## src/rtl/sdram_bridge_pkg.sv

```systemverilog
// Shared types and widths for the 32-bit word to 16-bit SDRAM bridge.
package sdram_bridge_pkg;

    localparam int unsigned SDRAM_ADDR_W = 23;
    localparam int unsigned SDRAM_DATA_W = 16;

    typedef enum logic [1:0] {
        StIdle,
        StArm,
        StAccess,
        StResp
    } state_t;

endpackage

```

## src/rtl/sdram_word_bridge_if.sv

```systemverilog
// Word-access handshake between the port manager (master) and the SDRAM bridge (slave).
interface sdram_word_bridge_if;

    logic        req;
    logic        we;
    logic [25:2] addr;
    logic [31:0] wdata;
    logic [31:0] rdata;
    logic        done;
    logic        err;
    logic        busy;

    modport master (
        output req, we, addr, wdata,
        input  rdata, done, err, busy
    );

    modport slave (
        input  req, we, addr, wdata,
        output rdata, done, err, busy
    );

endinterface

```

## src/rtl/sdram_word_bridge.sv

```systemverilog
// Splits one 32-bit word access into two 16-bit SDRAM transactions, low half first,
// assembles read data and holds done until the requester drops req.
module sdram_word_bridge
    import sdram_bridge_pkg::*;
#(
    parameter int unsigned TIMEOUT_CYCLES = 1024
) (
    input  logic                    clk,
    input  logic                    rst_l,
    sdram_word_bridge_if.slave      host,
    output logic                    SDRAM_pll_locked,
    input  logic                    SDRAM_ready,
    output logic                    SDRAM_as,
    output logic                    SDRAM_rw,
    output logic [SDRAM_ADDR_W-1:0] SDRAM_addr,
    output logic [SDRAM_DATA_W-1:0] SDRAM_data_write,
    input  logic [SDRAM_DATA_W-1:0] SDRAM_data_read,
    input  logic                    SDRAM_done
);

    localparam int unsigned CntW = (TIMEOUT_CYCLES == 0) ? 1 : $clog2(TIMEOUT_CYCLES + 1);
    localparam logic [CntW-1:0] CntMax = CntW'(TIMEOUT_CYCLES);

    state_t          state_q, state_d;
    logic            half_q, half_d;
    logic            we_q, we_d;
    logic [21:0]     addr_q, addr_d;
    logic [31:0]     wdata_q, wdata_d;
    logic [31:0]     rdata_q, rdata_d;
    logic            err_q, err_d;
    logic [CntW-1:0] cnt_q, cnt_d;
    logic [CntW-1:0] cnt_inc;
    logic            pll_q;

    always_ff @(posedge clk or negedge rst_l) begin
        if (!rst_l) begin
            state_q <= StIdle;
            half_q  <= 1'b0;
            we_q    <= 1'b0;
            addr_q  <= '0;
            wdata_q <= '0;
            rdata_q <= '0;
            err_q   <= 1'b0;
            cnt_q   <= '0;
            pll_q   <= 1'b0;
        end else begin
            state_q <= state_d;
            half_q  <= half_d;
            we_q    <= we_d;
            addr_q  <= addr_d;
            wdata_q <= wdata_d;
            rdata_q <= rdata_d;
            err_q   <= err_d;
            cnt_q   <= cnt_d;
            pll_q   <= 1'b1;
        end
    end

    always_comb begin
        state_d = state_q;
        half_d  = half_q;
        we_d    = we_q;
        addr_d  = addr_q;
        wdata_d = wdata_q;
        rdata_d = rdata_q;
        err_d   = err_q;
        cnt_d   = cnt_q;
        cnt_inc = cnt_q + 1'b1;

        unique case (state_q)
            StIdle: begin
                if (host.req) begin
                    we_d    = host.we;
                    // Bits 25:24 select the SDRAM region upstream and are dropped here.
                    addr_d  = host.addr[23:2];
                    wdata_d = host.wdata;
                    err_d   = 1'b0;
                    half_d  = 1'b0;
                    state_d = StArm;
                end
            end
            StArm: begin
                if (SDRAM_ready) begin
                    cnt_d   = '0;
                    state_d = StAccess;
                end
            end
            StAccess: begin
                if (SDRAM_done) begin
                    if (!we_q) begin
                        if (half_q) rdata_d[31:16] = SDRAM_data_read;
                        else        rdata_d[15:0]  = SDRAM_data_read;
                    end
                    if (half_q) begin
                        state_d = StResp;
                    end else begin
                        half_d  = 1'b1;
                        state_d = StArm;
                    end
                end else if ((TIMEOUT_CYCLES != 0) && (cnt_inc == CntMax)) begin
                    // Abort: any remaining half is skipped, uncaptured rdata is kept.
                    err_d   = 1'b1;
                    state_d = StResp;
                end else begin
                    cnt_d = cnt_inc;
                end
            end
            StResp: begin
                if (!host.req) state_d = StIdle;
            end
            default: state_d = StIdle;
        endcase
    end

    assign SDRAM_as         = (state_q == StAccess);
    assign SDRAM_rw         = (state_q == StAccess) & we_q;
    assign SDRAM_addr       = {addr_q, half_q};
    assign SDRAM_data_write = half_q ? wdata_q[31:16] : wdata_q[15:0];
    assign SDRAM_pll_locked = pll_q;

    assign host.rdata = rdata_q;
    assign host.done  = (state_q == StResp);
    assign host.err   = err_q;
    assign host.busy  = (state_q != StIdle);

endmodule

```

## src/flat_wrapper.sv

```systemverilog
// flat-port wrapper written by rule: the top's interface ports become plain ports
module sdram_word_bridge_flat import sdram_bridge_pkg::*;
#(
    parameter int unsigned TIMEOUT_CYCLES = 1024
)
  (clk, rst_l, SDRAM_pll_locked, SDRAM_ready, SDRAM_as, SDRAM_rw, SDRAM_addr, SDRAM_data_write, SDRAM_data_read, SDRAM_done, host_req, host_we, host_addr, host_wdata, host_rdata, host_done, host_err, host_busy);
  sdram_word_bridge_if host_i ();
  input  logic clk;
  input  logic rst_l;
  output logic SDRAM_pll_locked;
  input  logic SDRAM_ready;
  output logic SDRAM_as;
  output logic SDRAM_rw;
  output logic [SDRAM_ADDR_W-1:0] SDRAM_addr;
  output logic [SDRAM_DATA_W-1:0] SDRAM_data_write;
  input  logic [SDRAM_DATA_W-1:0] SDRAM_data_read;
  input  logic SDRAM_done;
  input wire logic [$bits(host_i.req)-1:0] host_req;
  input wire logic [$bits(host_i.we)-1:0] host_we;
  input wire logic [$bits(host_i.addr)-1:0] host_addr;
  input wire logic [$bits(host_i.wdata)-1:0] host_wdata;
  output wire logic [$bits(host_i.rdata)-1:0] host_rdata;
  output wire logic [$bits(host_i.done)-1:0] host_done;
  output wire logic [$bits(host_i.err)-1:0] host_err;
  output wire logic [$bits(host_i.busy)-1:0] host_busy;
  assign host_i.req = host_req;
  assign host_i.we = host_we;
  assign host_i.addr = host_addr;
  assign host_i.wdata = host_wdata;
  assign host_rdata = host_i.rdata;
  assign host_done = host_i.done;
  assign host_err = host_i.err;
  assign host_busy = host_i.busy;
  sdram_word_bridge #(.TIMEOUT_CYCLES(TIMEOUT_CYCLES)) u_core (.clk(clk), .rst_l(rst_l), .host(host_i), .SDRAM_pll_locked(SDRAM_pll_locked), .SDRAM_ready(SDRAM_ready), .SDRAM_as(SDRAM_as), .SDRAM_rw(SDRAM_rw), .SDRAM_addr(SDRAM_addr), .SDRAM_data_write(SDRAM_data_write), .SDRAM_data_read(SDRAM_data_read), .SDRAM_done(SDRAM_done));
endmodule
```

## config.mk

```make
export PLATFORM = sky130hd
export DESIGN_NAME = sdram_word_bridge_flat
export DESIGN_NICKNAME = d
export VERILOG_FILES = /design/src/rtl/sdram_bridge_pkg.sv /design/src/rtl/sdram_word_bridge_if.sv /design/src/rtl/sdram_word_bridge.sv /design/src/flat_wrapper.sv
export SDC_FILE = /design/constraint.sdc
export NUM_CORES = 1
export LEC_CHECK = 0
export CAP_MARGIN = 40
export CELL_PAD_IN_SITES_DETAIL_PLACEMENT = 0
export CELL_PAD_IN_SITES_GLOBAL_PLACEMENT = 1
export CORE_MARGIN = 3
export CORE_UTILIZATION = 38
export CTS_CLUSTER_SIZE = 10
export DETAILED_ROUTE_END_ITERATION = 16
export GPL_ROUTABILITY_DRIVEN = 0
export PLACE_DENSITY = 0.93
export SLEW_MARGIN = 20
export SYNTH_ARGS = -nofsm -noshare
export SYNTH_HDL_FRONTEND = slang
export SYNTH_SLANG_ARGS = --single-unit
```

## constraint.sdc

```tcl
create_clock -name clk -period 5.3 [get_ports clk]
set_input_delay 0.795 -clock clk [delete_from_list [all_inputs] [get_ports clk]]
set_output_delay 0.795 -clock clk [all_outputs]
set_load 0.03 [all_outputs]
```

==> impl_metrics.yaml, run 1 <==
yosys:
  syn_inst: 315
  async_flop_share_pct: 100
  ys_seq_elements: 103
  synth_seq_area_share_pct: 58.8
  ys.flop_type: "dfrtp_1"
  syn_nets: 394
  synth_cell_types: 38
  synth.top_cell.area_share_pct: 58.8
  syn_avg_cell_area_um2: 13.9
  synth_warnings: 0
  yosys.area.top_type: "dfrtp_1"
  syn_area_mm2: 0.00438
  synth_top_cells_by_area: "dfrtp_1, mux2_2, o21ai_0"
  ys_top_cells_by_count: "dfrtp_1, mux2_2, o21ai_0"
  synth_edf_count: 0
routing:
  drt_iter0_markers: 83
  vias: 3064
  post_drt_wl_per_cell_um: 17.3
  drt-pass1-iter-count: 4
  drc: 0
  vias_per_cell: 5.05
  ant_nets: 0
  drt-total-wl_mm: 10.5
global_route:
  grt_pass1_wl_mm: 17.2
  grt_pass1_vias: 3415
  antenna_found_initial: 0
  grt_usage_pct: 17.0
  grt_max_degree: 57
  grt.overflow.total: 0
run_status:
  status: "finished, final reports clean"
cells_and_area:
  final_layout_size_suffix_gt1_share_pct: 27.2
  nets: 543
  n_antenna_cell: 0
  multi_input_area_mm2: 0.00170
  fillers: 924
  regArea_mm2: 0.00258
  fin_area_mm2: 0.00638
  syn_to_final_growth_pct: 45.6
  final_core_util_pct: 57.8
setup_path:
  ff2ff_path_depth: 7
  worstPathCellList: "buf_8 -> mux2_2 -> clkdlybuf4s50_1"
  cp_slowest_cell: "dfrtp_1"
  r2r_end: "u_core.cnt_q[7]$_DFFE_PN0P_"
  crit_path_end_kind: "output pin"
  timing.rr.start: "u_core.cnt_q[0]$_DFFE_PN0P_"
  start_kind: "register"
  cp_slowest_stage_delay_ns: 0.65
  cp.arrival_ns: 2.16
  crit_type: "register to output pin"
  r2r_slack_ns: 2.78
  crit_required_ns: 4.51
  cp_max_fo: 10
power:
  powerDensity_mw_per_mm2: 666
  p_leak_nw: 2.71
  ir_drop_v: 0.000354
cts:
  cts_resized: 0
  post_cts_buffers: 0
  holdBufCountCts: 0
  cts.sinks: 103
  cts-root-buf: "clkbuf_16"
  cts.clk_slew.worst_paths_ns: 0.06
  clock_latency_ns: 0.34
  cts_tree: "built"
  clk_path_buf_depth: 2
  numCtsBuffers: 9
  cts_max_level: 3
place:
  placed_area_mm2: 0.00603
  port_buffers: 152
  dp_hpwl_mm: 7.71
floorplan:
  chipWidth_um: 113
  rows: 38
  start_util_pct: 39.7
  dieHeight_um: 113
  die_area_mm2: 0.0129
  num_io_pins: 155
  core_area_mm2: 0.0110
timing:
  tightest_slew_ns: 0.727
  drv_slew: 0
  fmax_ghz: 0.339
  finalSetupTns_ns: 0
  min_period_ns: 2.95
  worst_clock_skew_ns: 0.00561
  fin_crit_sh_pct: 55.7
  final-setup-viol-count: 0
  hold_viol: 0
  rsz0062_at_grt: "false"
  timing.max_slew.rel_slack_pct: 51.5
job:
  cap_violations: 0
worst_hold_path:
  hold_class: "input port to asynchronous set/reset pin"
==> cell type report <==
type	instances	share of cell area [%]
clock buffer	10	3.59
clock inverter	4	1.88
inverter	6	0.353
multi-input combinational	188	26.6
sequential	103	40.4
tap	140	2.75
timing repair buffer	156	24.4
==> how the worst max path moves through the flow <==
stage                                              from                            end  slack [ns]  cells after the start
final                         u_core.half_q$_DFFE_PN0P_            SDRAM_data_write[8]        2.35                      3
after global routing          u_core.half_q$_DFFE_PN0P_            SDRAM_data_write[8]        2.25                      3
after CTS                     u_core.half_q$_DFFE_PN0P_            SDRAM_data_write[8]        2.33                      3
after detailed placement                       host_req  u_core.addr_q[17]$_DFFE_PN0P_        2.31                      5
after global placement                         host_req  u_core.addr_q[13]$_DFFE_PN0P_        2.36                      5
after floorplan           u_core.state_q[0]$_DFFE_PN0P_                       SDRAM_rw        3.05                      5
==> metal layers <==
metal / global-route usage [%] / part of all wire [%] / up-vias
met5: 0 / 0 / -
met4: 7.93 / 2.4 / 0
met3: 6.68 / 8.9 / 19
li1: - / - / 1426
met2: 28.2 / 50 / 111
met1: 19.4 / 38 / 1508
==> logic make-up after synthesis <==
| group | Yosys count | synth area share [%] |
|---|---|---|
| mux | 104 | 26.7 |
| flops | 103 | 58.8 |
| simple gates | 50 | 6.28 |
| compound gates | 30 | 4.88 |
| buf+inv | 24 | 2.57 |
| xor+xnor | 2 | 0.400 |
| fa+ha+maj | 1 | 0.285 |
| other cells | 1 | 0.0856 |
==> per-stage QoR <==
| stage | setup WS, ns | total power [mW] | cells | hold slack [ns] |
|---|---|---|---|---|
| after global routing | 2.25 | 4.48 | 607 | 0.484 |
| after CTS | 2.33 | 4.31 | 607 | 0.472 |
| final | 2.35 | 4.25 | 607 | 0.446 |
| after detailed placement | 2.31 | 3.51 | 593 | 0.492 |
| after global placement | 2.36 | 3.44 | 592 | 0.484 |
| after floorplan | 3.05 | 2.64 | 315 | 0.475 |
==> sequential cells by signal, indices dropped and copies added, names as in the netlist <==
register                 flops
u_core.cnt_q                11
u_core.host.err              1
u_core.host.rdata           32
u_core.wdata_q              32
u_core.we_q                  1
u_core.SDRAM_pll_locked      1
u_core.addr_q               22
u_core.half_q                1
u_core.state_q               2
==> cell usage in the layout, fill, tap and decap left out, drive strengths merged <==
cell           synthesis  layout
nor3b                  2       2
or2                    2       2
nand4                  3       3
clkdlybuf4s50          0     151
o41ai                  1       1
a311oi                 1       1
mux2                 103     103
nor4                   3       3
o21ai                 11      11
and3                   4       4
nand2b                 2       2
conb                   1       1
xnor2                  2       2
mux2i                  1       1
or3                    1       1
a21o                   5       5
nor3                   1       1
dfrtp                103     103
and4                   1       1
nand3                  9       9
ha                     1       1
nand2                  8       8
bufinv                 0       4
or4                    2       2
a211o                  3       3
and2                   5       5
a31oi                  2       2
nor2                   7       7
a21oi                  1       1
o22a                   1       1
buf                   13       5
inv                    6       6
o31ai                  5       5
clkbuf                 5      10
==> worst max-delay path: cells and delay by family, from the launching register on <==
family	cells	cell delay [ns]
multiplexers	1	0.34
flip-flops	1	0.65
buffers and inverters	2	0.82
==> power breakdown <==
group	switching [mW]	leakage [nW]	internal [mW]	total (mW)
Clock	0.269	0.169	0.504	0.773
Sequential	0.228	1.26	1.15	1.38
Combinational	1.08	1.28	1.01	2.10
Total	1.58	2.71	2.67	4.25
No activity file was read; power rests on OpenSTA's default activity.
==> run 2, diff against run 1 <==
CORE_UTILIZATION = 35   (was 38)
PLACE_DENSITY = 0.87   (was 0.93)
clock period = 3 ns   (was 5.3 ns; I/O delays follow)
==> impl_metrics.yaml, run 2 (synthesis gave the netlist of run 1 again) <==
setup_path:
  ff2ff_path_depth: 7
  r2r_end: "u_core.cnt_q[2]$_DFFE_PN0P_"
  crit_required_ns: 2.55
  cp.arrival_ns: 2.06
  start_kind: "register"
  cp_slowest_stage_delay_ns: 0.69
  crit_path_start: "u_core.state_q[0]$_DFFE_PN0P_"
  r2r_slack_ns: 0.56
  crit_type: "register to output pin"
  critical_path.top_delay_family: "buffers and inverters"
  cp_slowest_cell: "clkdlybuf4s50_1"
  crit_cells: 5
  cp_num_buf_inv: 3
  cp_max_fo: 11
  timing.rr.start: "u_core.cnt_q[0]$_DFFE_PN0P_"
  crit_end: "SDRAM_rw"
  worstPathCellList: "inv_1 -> nand2_1 -> inv_2 -> and2_1 -> clkdlybuf4s50_1"
  crit_path_end_kind: "output pin"
global_route:
  grt.overflow.total: 0
  grt_use_met3_pct: 5.24
  antenna_found_initial: 0
  grt_usage_pct: 15.9
  grt_pass1_vias: 3442
  busiest_layer: "met2"
  global_route.usage.met2_pct: 27.3
  grt_pass1_wl_mm: 17.7
  grt_max_degree: 55
  use_met1_pct: 18.3
routing:
  vias_per_cell: 4.82
  drt-total-wl_mm: 10.4
  drt-pass1-iter-count: 4
  ant_nets: 0
  vias: 3074
  post_drt_wl_per_cell_um: 16.4
  drc: 0
  drt_iter0_markers: 75
timing:
  rsz0062_at_grt: "false"
  drv_slew: 0
  finalSetupTns_ns: 0
  hold_viol: 0
  worst_clock_skew_ns: 0.00544
  hold_ws_ns: 0.141
  tightest_slew_ns: 0.784
  fin_crit_sh_pct: 83.8
  fmax_ghz: 0.398
  final-setup-viol-count: 0
  timing.max_slew.rel_slack_pct: 47.7
  min_period_ns: 2.51
cts:
  cts_tree: "built"
  clk_path_buf_depth: 2
  numCtsBuffers: 9
  cts.clk_slew.worst_paths_ns: 0.07
  post_cts_buffers: 0
  cts_resized: 0
  cts-root-buf: "clkbuf_16"
  cts_max_level: 3
  clock_latency_ns: 0.35
  holdBufCountCts: 0
  cts.sinks: 103
place:
  dp_hpwl_mm: 7.57
  port_buffers: 152
floorplan:
  rows: 40
  start_util_pct: 36.2
  num_io_pins: 155
  core_area_mm2: 0.0121
  dieHeight_um: 118
  die_area_mm2: 0.0139
  chipWidth_um: 118
job:
  cap_violations: 0
worst_hold_path:
  hold_class: "input port to asynchronous set/reset pin"
cells_and_area:
  syn_to_final_growth_pct: 45.7
  layout_commonest_cell: "clkdlybuf4s50_1"
  n_antenna_cell: 0
  fillers: 1070
  nets: 544
  layout_common_cells: "clkdlybuf4s50_1, mux2_2, dfrtp_1"
  final_layout_size_suffix_gt1_share_pct: 27.9
power:
  powerDensity_mw_per_mm2: 1140
  p_leak_nw: 2.69
  ir_drop_v: 0.000552
run_status:
  status: "finished, final reports clean"
## run 2: changes by cell type in the layout (fill, tap and decap cells not counted)
cell        before  now
bufinv_16        4    0
clkinv_2         0    2
clkbuf_8         0    2
buf_4            4    3
clkbuf_1         1    0
clkinvlp_4       0    3
buf_12           0    2
## run 2: report_power, final
group / leakage [nW] / internal [mW] / switching (mW)
combinational: 1.29 / 1.81 / 1.94
clock: 0.134 / 0.605 / 0.506
sequential: 1.26 / 2.03 / 0.379
total: 2.69 / 4.44 / 2.82
## run 2: per-stage QoR
step | utilization [%] | instance area, µm² | std cells | worst slack (ns) | power, mW
global route | 52.7 | 6380 | 638 | 0.351 | 7.68
CTS | 52.7 | 6380 | 638 | 0.474 | 7.37
detailed placement | 50.4 | 6100 | 622 | 0.593 | 6.22
finish | 52.7 | 6380 | 638 | 0.487 | 7.27
floorplan | - | 4380 | 315 | 0.862 | 4.67
global placement | 50.2 | 6080 | 621 | 0.560 | 6.09
## run 2: worst min path at each step
stage / startpoint / to / slack, ns / cells past startpoint
2_1_floorplan: rst_l / u_core.SDRAM_pll_locked$_DFF_PN0_ / 0.15 / 0
3_3_place_gp: u_core.wdata_q[21]$_DFFE_PN0P_ / u_core.wdata_q[21]$_DFFE_PN0P_ / 0.48 / 1
3_5_place_dp: u_core.host.rdata[20]$_DFFE_PN0P_ / u_core.host.rdata[20]$_DFFE_PN0P_ / 0.49 / 1
4_1_cts: rst_l / u_core.addr_q[8]$_DFFE_PN0P_ / 0.18 / 1
5_1_grt: rst_l / u_core.addr_q[8]$_DFFE_PN0P_ / 0.20 / 1
6_report: rst_l / u_core.addr_q[8]$_DFFE_PN0P_ / 0.14 / 1
## run 2: layout make-up
cell class	instances	area [µm²]	area share, %
inverters	6	22.5	0.353
multi-input cells	188	1700	26.6
clock inverters	5	32.5	0.510
repair buffers	157	1590	24.9
well taps	168	210	3.29
clock buffers	11	253	3.96
flip-flops and latches	103	2580	40.4
## run 2: layer usage
metal / routed length [µm] / part of all wire (%)
met1: 4170 / 40
met2: 5410 / 52
met3: 711 / 6.8
met4: 151 / 1.4
met5: 0 / 0
## run 2: worst register-to-register path, stage by stage (launching register included)
cell and delay, ns:
dfrtp_1 0.43, ha_1 0.26, and2_1 0.24, a311oi_1 0.31, a31oi_1 0.13, o31ai_4 0.41
and2_1 0.42, a211o_1 0.19
